--- src/rtl/top_register.sv ---
// WIDTH-bit parallel-load register: synchronous active-high reset, then load enable, else hold.
// q is taken straight from the state flops so no input reaches it combinationally.
module top_register #(
    parameter int unsigned            WIDTH       = 4,
    parameter logic [WIDTH-1:0]       RESET_VALUE = '0
) (
    input  logic             clk,
    input  logic             rest,
    input  logic             en,
    input  logic [WIDTH-1:0] D,
    output logic [WIDTH-1:0] q
);

    logic [WIDTH-1:0] q_d;
    logic [WIDTH-1:0] q_q;

    // Compared against 1'b1 so an unknown enable falls through to "hold".
    always_comb begin
        q_d = q_q;
        if (rest) begin
            q_d = RESET_VALUE;
        end else if (en == 1'b1) begin
            q_d = D;
        end
    end

    always_ff @(posedge clk) begin
        q_q <= q_d;
    end

    assign q = q_q;

endmodule

--- config.mk ---
export PLATFORM = sky130hd
export DESIGN_NAME = top_register
export DESIGN_NICKNAME = d
export VERILOG_FILES = /design/src/rtl/top_register.sv
export SDC_FILE = /design/constraint.sdc
export NUM_CORES = 1
export LEC_CHECK = 0
export ABC_AREA = 0
export BUFFER_PORTS_ARGS = -buffer_cell sky130_fd_sc_hd__buf_2
export CELL_PAD_IN_SITES_DETAIL_PLACEMENT = 2
export CELL_PAD_IN_SITES_GLOBAL_PLACEMENT = 2
export CORE_AREA = 2 2 39 41
export DETAILED_ROUTE_END_ITERATION = 8
export DIE_AREA = 0 0 41 43
export PLACE_DENSITY = 0.55
export SETUP_SLACK_MARGIN = 0.15
export SKIP_CTS_REPAIR_TIMING = 1
export SYNTH_ARGS = -nofsm -noshare
export SYNTH_HDL_FRONTEND = slang
export SYNTH_SLANG_ARGS = --single-unit
--- constraint.sdc ---
create_clock -name clk -period 0.8 [get_ports clk]
set_input_delay 0.08 -clock clk [delete_from_list [all_inputs] [get_ports clk]]
set_output_delay 0.08 -clock clk [all_outputs]
set_load 0.02 [all_outputs]
* After elaboration in Yosys (flattened, before gate mapping) *
Cells that the tools add are included.
Widths: inputs -> output; s select.

word-level totals
  bits in registers = 4
  latch bits = 0
  RAM bits = 0
  memory bits (read-only) = 0
  input bits = 7
  output and inout bits = 4
  word-level logic and storage cells = 1
  memories kept = 0

cells by class
  add/subtract/negate cells = 0
  $mul = 0
  divide/modulo/power cells = 0
  $lt $le $gt $ge = 0
  equality and inequality tests = 0
  shifts and indexed selects = 0
  muxes and demuxes = 0
  bitwise logic cells = 0
  reduce and logical (&&, ||, !) cells = 0

* Logic depth before layout (Yosys ltp) *
Gate-level depths: netlist of the first run.

  depth in word-level cells = 0
  mapped depth = 3
  gate-level depth less buffers = 2

* Worst setup path before layout of the first run *
No wires, ideal clock.

  kind = reg-to-reg
  start point = register, netlist name q[0]
  end point = register q_q[0] (netlist: q[0])
  library setup time = 0.064 ns
  arrival = 0.581 ns
  required time = 0.736 ns
  setup slack = 0.155 ns
  cell stages (with the launch flop) = 3
  path buffers = 0
  period minus slack after synthesis = 0.645 ns
  cell sequence = dfxtp_1 > mux2i_1 > nor2_1

RTL lines
  what                  line  source
  end signal, assigned  28    q_q <= q_d;
  end, declared         15    logic [WIDTH-1:0] q_q;

* Worst setup path in the final report of the first run *
  start point = register q_q[2] (netlist: q[2])
  end point = output port q[2]

RTL lines
  what           line  source
  end, declared  11    output logic [WIDTH-1:0] q

No word-level cell between the ends.

==> impl_results.md, run 1 <==
- DP Worst Slack: 182.2 ps
- DRT iter0 DRCs: 1
- Initial Util: 10.13%
- Pwr Density: 2064 nW/µm²
- HPWL after DPL: 303.7 µm
- Hold Path Origin: rest
- Slew Limit Fails: 0
- PortBufs: 10
- Critical path's top delay family: flip-flops
- Die width: 41 µm
- Crit start category: flop
- CTS Buffer Depth: 2
- Latest clock arrival within the worst-skew pair: 230 ps
- Reg-to-Reg Start: q[1]$_SDFFE_PP0P_
- CTS clk-pin slew, worst paths: 40 ps
- R2R Setup Slk: 80 ps
- Max cap viols: 0
- Wirelength per Cell: 8.929 µm
- Maximum VDD drop: 0.0003142 V
- Synthesized flop and latch total: 4
- Root buffer cell: clkbuf_4
- Critical Path RT: 720 ps
- Largest net degree at the start of global routing: 5
- Outcome: finished clean
- R2R cell count: 3
- Tot GR Track Use: 5.723%
- First-pass GRT wire length: 538 µm
- Setup WS post-layout: 52.70 ps
- Overall Power: 0.5475 mW
- # setup viols final: 0
- Minimum clock period: 747.3 ps
- Clock H-tree levels: 1
- Multi-input gate area: 55.05 µm²
- RSZ-0062 raised after global routing: yes
- Via count: 142
- Achievable Freq: 1338 MHz
- DRT antenna net count: 0
- Setup crit end kind: output port
- # rows: 14
- DRT Wirelength: 375 µm
- Slew HR: 90.49%
- Worst R2R End: q[1]$_SDFFE_PP0P_
- Die footprint: 1763 µm²
- CTS tree: done
- Share of layout cells above drive strength 1: 69.23%
- Die Span Y: 43 µm
- Crit path largest cell delay: 310 ps
- Setup Crit Path Kind: reg2out
- Netlist cell types: 4
- Register area: 85.08 µm²
- Detailed Routing Iterations Pass 1: 2
- Syn nets: 20
- Initial antenna violation count: 0
- TritonCTS Sinks: 4
- # IOs: 11
- Pleak: 0.1325 nW
- CORE AREA: 1384 µm²
- Critical path's slowest cell: dfxtp_2
- Number of global-route vias before repair: 150
- Synth Area per Inst: 10.78 µm²
- Max FFs per register: 4
- Layout area overhead: 89.29%
- Synth Instances: 13
- Endpoints failing hold: 0
- Critical-path cell list: buf_6
- Sequential share of the synthesized area: 57.14%
- Hold Crit Class: in2reg
- Synth Warn #: 0
- Min-Delay Path Depth: 2
- FILL cells: 166
- Critical path arrival: 670 ps
- GR Overflow Total: 0
- Worst Skew: 0 ps
- WHS Endpoint: q[0]$_SDFFE_PP0P_
- Max Fanout on Critical Path: 2
- Slew of the pin with the lowest slew margin: 138.6 ps
- Drt drc: 0
- Synth Cell Area: 140.1 µm²
- CTS buffer count: 3
- Worst Path Buf+Inv: 1
- Vias per inst: 3.381
- GP Congestion: 0.4922
- Crit share post-route: 93.41%
- Nets@finish: 35
- Diodes inserted: 0
[how the worst max path moves through the flow]
stage | from | to | cells after the start
2_1_floorplan | q[0]$_SDFFE_PP0P_ | q[0]$_SDFFE_PP0P_ | 2
3_3_place_gp | en | q[2]$_SDFFE_PP0P_ | 3
3_5_place_dp | en | q[2]$_SDFFE_PP0P_ | 3
4_1_cts | q[1]$_SDFFE_PP0P_ | q[1] | 1
5_1_grt | q[3]$_SDFFE_PP0P_ | q[3] | 1
6_report | q[2]$_SDFFE_PP0P_ | q[2] | 1
[power breakdown]
| group | switching [mW] | leakage [nW] | internal, mW |
|---|---|---|---|
| clock network | 0.0746 | 0.0138 | 0.167 |
| registers | 0.00779 | 0.0344 | 0.215 |
| logic | 0.0362 | 0.0842 | 0.0465 |
| total | 0.119 | 0.132 | 0.429 |
[routing by layer]
layer	vias up	routed length, µm	global-route usage, %
li1	68	-	-
met4	0	0	8.000
met5	-	0	0
met2	10	181	7.187
met1	64	113	2.894
met3	0	81	6.806
[layout make-up]
cell class / count / area share (%)
clock buffers: 3 / 8.491
multi-input cells: 8 / 20.75
flip-flops and latches: 4 / 32.08
well taps: 16 / 7.547
repair buffers: 11 / 31.13
[through the flow]
| stage | TNS, ps | std cells | util [%] | area (µm²) | hold slack (ps) |
|---|---|---|---|---|---|
| 4_1_cts | -20.23 | 41 | 16.46 | 227.7 | 54.14 |
| 3_5_place_dp | 0 | 38 | 14.83 | 205.2 | 297.4 |
| 6_report | 0 | 42 | 19.17 | 265.3 | 50.57 |
| 5_1_grt | 0 | 42 | 19.17 | 265.3 | 46.32 |
| 2_1_floorplan | 0 | 13 | - | 140.1 | 152.4 |
| 3_3_place_gp | 0 | 38 | 14.83 | 205.2 | 292.5 |
[synth_stat cells]
cell type | count | area (µm²)
mux2i_1 | 4 | 40.04
dfxtp_1 | 4 | 80.08
nor2_1 | 4 | 15.01
clkbuf_2 | 1 | 5.000
[layout by cell type, fill, tap and decap left out]
cell      count
buf_6         4
buf_4         1
dfxtp_2       4
mux2i_1       4
buf_2         6
nor2_1        4
clkbuf_4      3
[logic make-up (layout without fill, tap and decap cells)]
| group | count (synthesis) | count (layout) | share of synthesized area (%) |
|---|---|---|---|
| multiplexers | 4 | 4 | 28.57 |
| flip-flops | 4 | 4 | 57.15 |
| AND/OR/NAND/NOR | 4 | 4 | 10.71 |
| buffers and inverters | 1 | 14 | 3.568 |
Note: power is estimated with default switching activity, not from simulation.
==> run 2, diff against run 1 <==
==> constraint.sdc (replaced) <==
create_clock -name clk -period 0.95 [get_ports clk]
set_input_delay 0.095 -clock clk [delete_from_list [all_inputs] [get_ports clk]]
set_output_delay 0.095 -clock clk [all_outputs]
set_load 0.02 [all_outputs]
==> run 2 against run 1 <==
Against the previous run:
- wire length shrank 1.3%
- combinational power shrank 20%
- global-route usage shrank 0.41 points
- core utilization shrank 0.54 points
- sequential share of layout area grew 0.93 points
- first-iteration DRC count is the same
- setup slack gained 130 ps
- critical path depth is the same
- sequential power shrank 16%
- non-clock buffer count shrank 1
- power shrank 17%
==> impl_results.md, run 2 (synthesis gave the netlist of run 1 again) <==
- Worst Path Buf+Inv: 1 (unchanged)
- PortBufs: 10 (unchanged)
- # setup viols final: 0 (unchanged)
- Critical-path cell list: buf_6
- Post-layout util: 18.63% (-0.54 points)
- Initial Util: 10.13% (unchanged)
- TritonCTS Sinks: 4 (unchanged)
- Endpoints failing hold: 0 (unchanged)
- GR Overflow Total: 0 (unchanged)
- R2R cell count: 2 (-1)
- Slew HR: 91.50% (+1.0 points)
- DP Worst Slack: 326.4 ps (+144.3 ps)
- Max cap viols: 0 (unchanged)
- Critical path arrival: 670 ps (about the same)
- Nets@finish: 34 (-2.9%)
- Number of global-route vias before repair: 150 (unchanged)
- DRT antenna net count: 0 (unchanged)
- Diodes inserted: 0 (unchanged)
- R2R Setup Slk: 340 ps (+260 ps)
- CTS Buffer Depth: 2 (unchanged)
- Final non-filler cell total: 41 (-2.4%)
- Max Fanout on Critical Path: 2 (unchanged)
- Overall Power: 0.4546 mW (-17%)
- Wirelength per Cell: 9.024 µm (+1.1%)
- Die footprint: 1763 µm² (unchanged)
- Clock H-tree levels: 1 (unchanged)
- Share of layout cells above drive strength 1: 68.00% (-1.2 points)
- Minimum clock period: 763.5 ps
- Die Span Y: 43 µm (unchanged)
- Drt drc: 0 (unchanged)
- Most frequent cells in the layout: buf_2, mux2i_1, nor2_1, buf_6, dfxtp_2
- Worst Skew: 0 ps (unchanged)
- Reg-to-Reg Start: q[0]$_SDFFE_PP0P_
- Initial antenna violation count: 0 (unchanged)
- CTS buffer count: 3 (unchanged)
- Min-Delay Path Depth: 2 (unchanged)
- Placed Area: 205.2 µm² (unchanged)
- Most common cell after layout, fill and taps aside: buf_2
- Largest net degree at the start of global routing: 5 (unchanged)
- CTS tree: done
- Outcome: finished clean
- WHS: 68.60 ps (+18.03 ps)
- Crit path largest cell delay: 330 ps (+20 ps)
- CTS clk-pin slew, worst paths: 40 ps (about the same)
- Via count: 134 (-5.6%)
- Max FFs per register: 4 (unchanged)
- CORE AREA: 1384 µm² (unchanged)
- Detailed Routing Iterations Pass 1: 2 (unchanged)
- Slew Limit Fails: 0 (unchanged)
- Pleak: 0.1272 nW (-4.0%)
- Layout area overhead: 83.93%
- # rows: 14 (unchanged)
- Vias per inst: 3.268 (-3.3%)
- WHS Endpoint: q[2]$_SDFFE_PP0P_
- First-pass GRT wire length: 510 µm (-5.2%)
- Latest clock arrival within the worst-skew pair: 230 ps (about the same)
- # IOs: 11 (unchanged)
- Hold Path Origin: rest
- Design Area, Final: 257.7 µm² (-2.8%)
- DRT Wirelength: 370 µm (-1.3%)
- Slew of the pin with the lowest slew margin: 124.0 ps (-14.67 ps)
- Pwr Density: 1764 nW/µm² (-15%)
- Setup WS post-layout: 186.5 ps (+133.8 ps)
- DRT iter0 DRCs: 1 (unchanged)
- GP Congestion: 0.4814 (-2.2%)
- Setup_tns: 0 ps (unchanged)
- Tot GR Track Use: 5.316% (-0.41 points)
- Root buffer cell: clkbuf_4
- Maximum VDD drop: 0.0002668 V (-15%)
- Achievable Freq: 1310 MHz
- Hold Crit Class: in2reg
- Worst R2R End: q[0]$_SDFFE_PP0P_
- Setup crit end kind: output port
- Critical Path RT: 850 ps (+130 ps)
- Crit share post-route: 80.37%
- Die width: 41 µm (unchanged)
- Placed Cells: 38 (unchanged)
- Critical path's top delay family: flip-flops
- Crit start category: flop
- RSZ-0062 raised after global routing: no
- Setup Crit Path Kind: reg2out
- Critical path's slowest cell: dfxtp_2
run 2: layout make-up:
cell class              instances  area [µm²]
fillers                       169        1126
flip-flops and latches          4       85.08
multi-input cells               8       55.05
well taps                      16       20.02
clock buffers                   3       22.52
repair buffers                 10       75.07
run 2: where the power goes:
part / leakage (nW) / internal (mW) / switching (mW) / total (mW)
sequential: 0.0344 / 0.181 / 0.00676 / 0.188
clock: 0.0138 / 0.141 / 0.0599 / 0.200
combinational: 0.0790 / 0.0364 / 0.0297 / 0.0661
run 2: per-layer routing:
metal	up-vias	routed length, µm	GRT usage, %	part of all wire, %
li1	67	-	-	-
met1	57	112	1.603	30
met2	10	186	8.125	50
met3	0	71	5.236	19
met4	0	0	8.000	0
met5	-	0	0	0
run 2: worst max-delay path by stage:
| stage | startpoint | end | slack (ps) | cells past startpoint |
|---|---|---|---|---|
| 2_1_floorplan | q[0]$_SDFFE_PP0P_ | q[0]$_SDFFE_PP0P_ | 300 | 2 |
| 3_3_place_gp | en | q[1]$_SDFFE_PP0P_ | 350 | 3 |
| 3_5_place_dp | en | q[1]$_SDFFE_PP0P_ | 330 | 3 |
| 4_1_cts | q[1]$_SDFFE_PP0P_ | q[1] | 120 | 1 |
| 5_1_grt | q[3]$_SDFFE_PP0P_ | q[3] | 150 | 1 |
| 6_report | q[0]$_SDFFE_PP0P_ | q[0] | 190 | 1 |
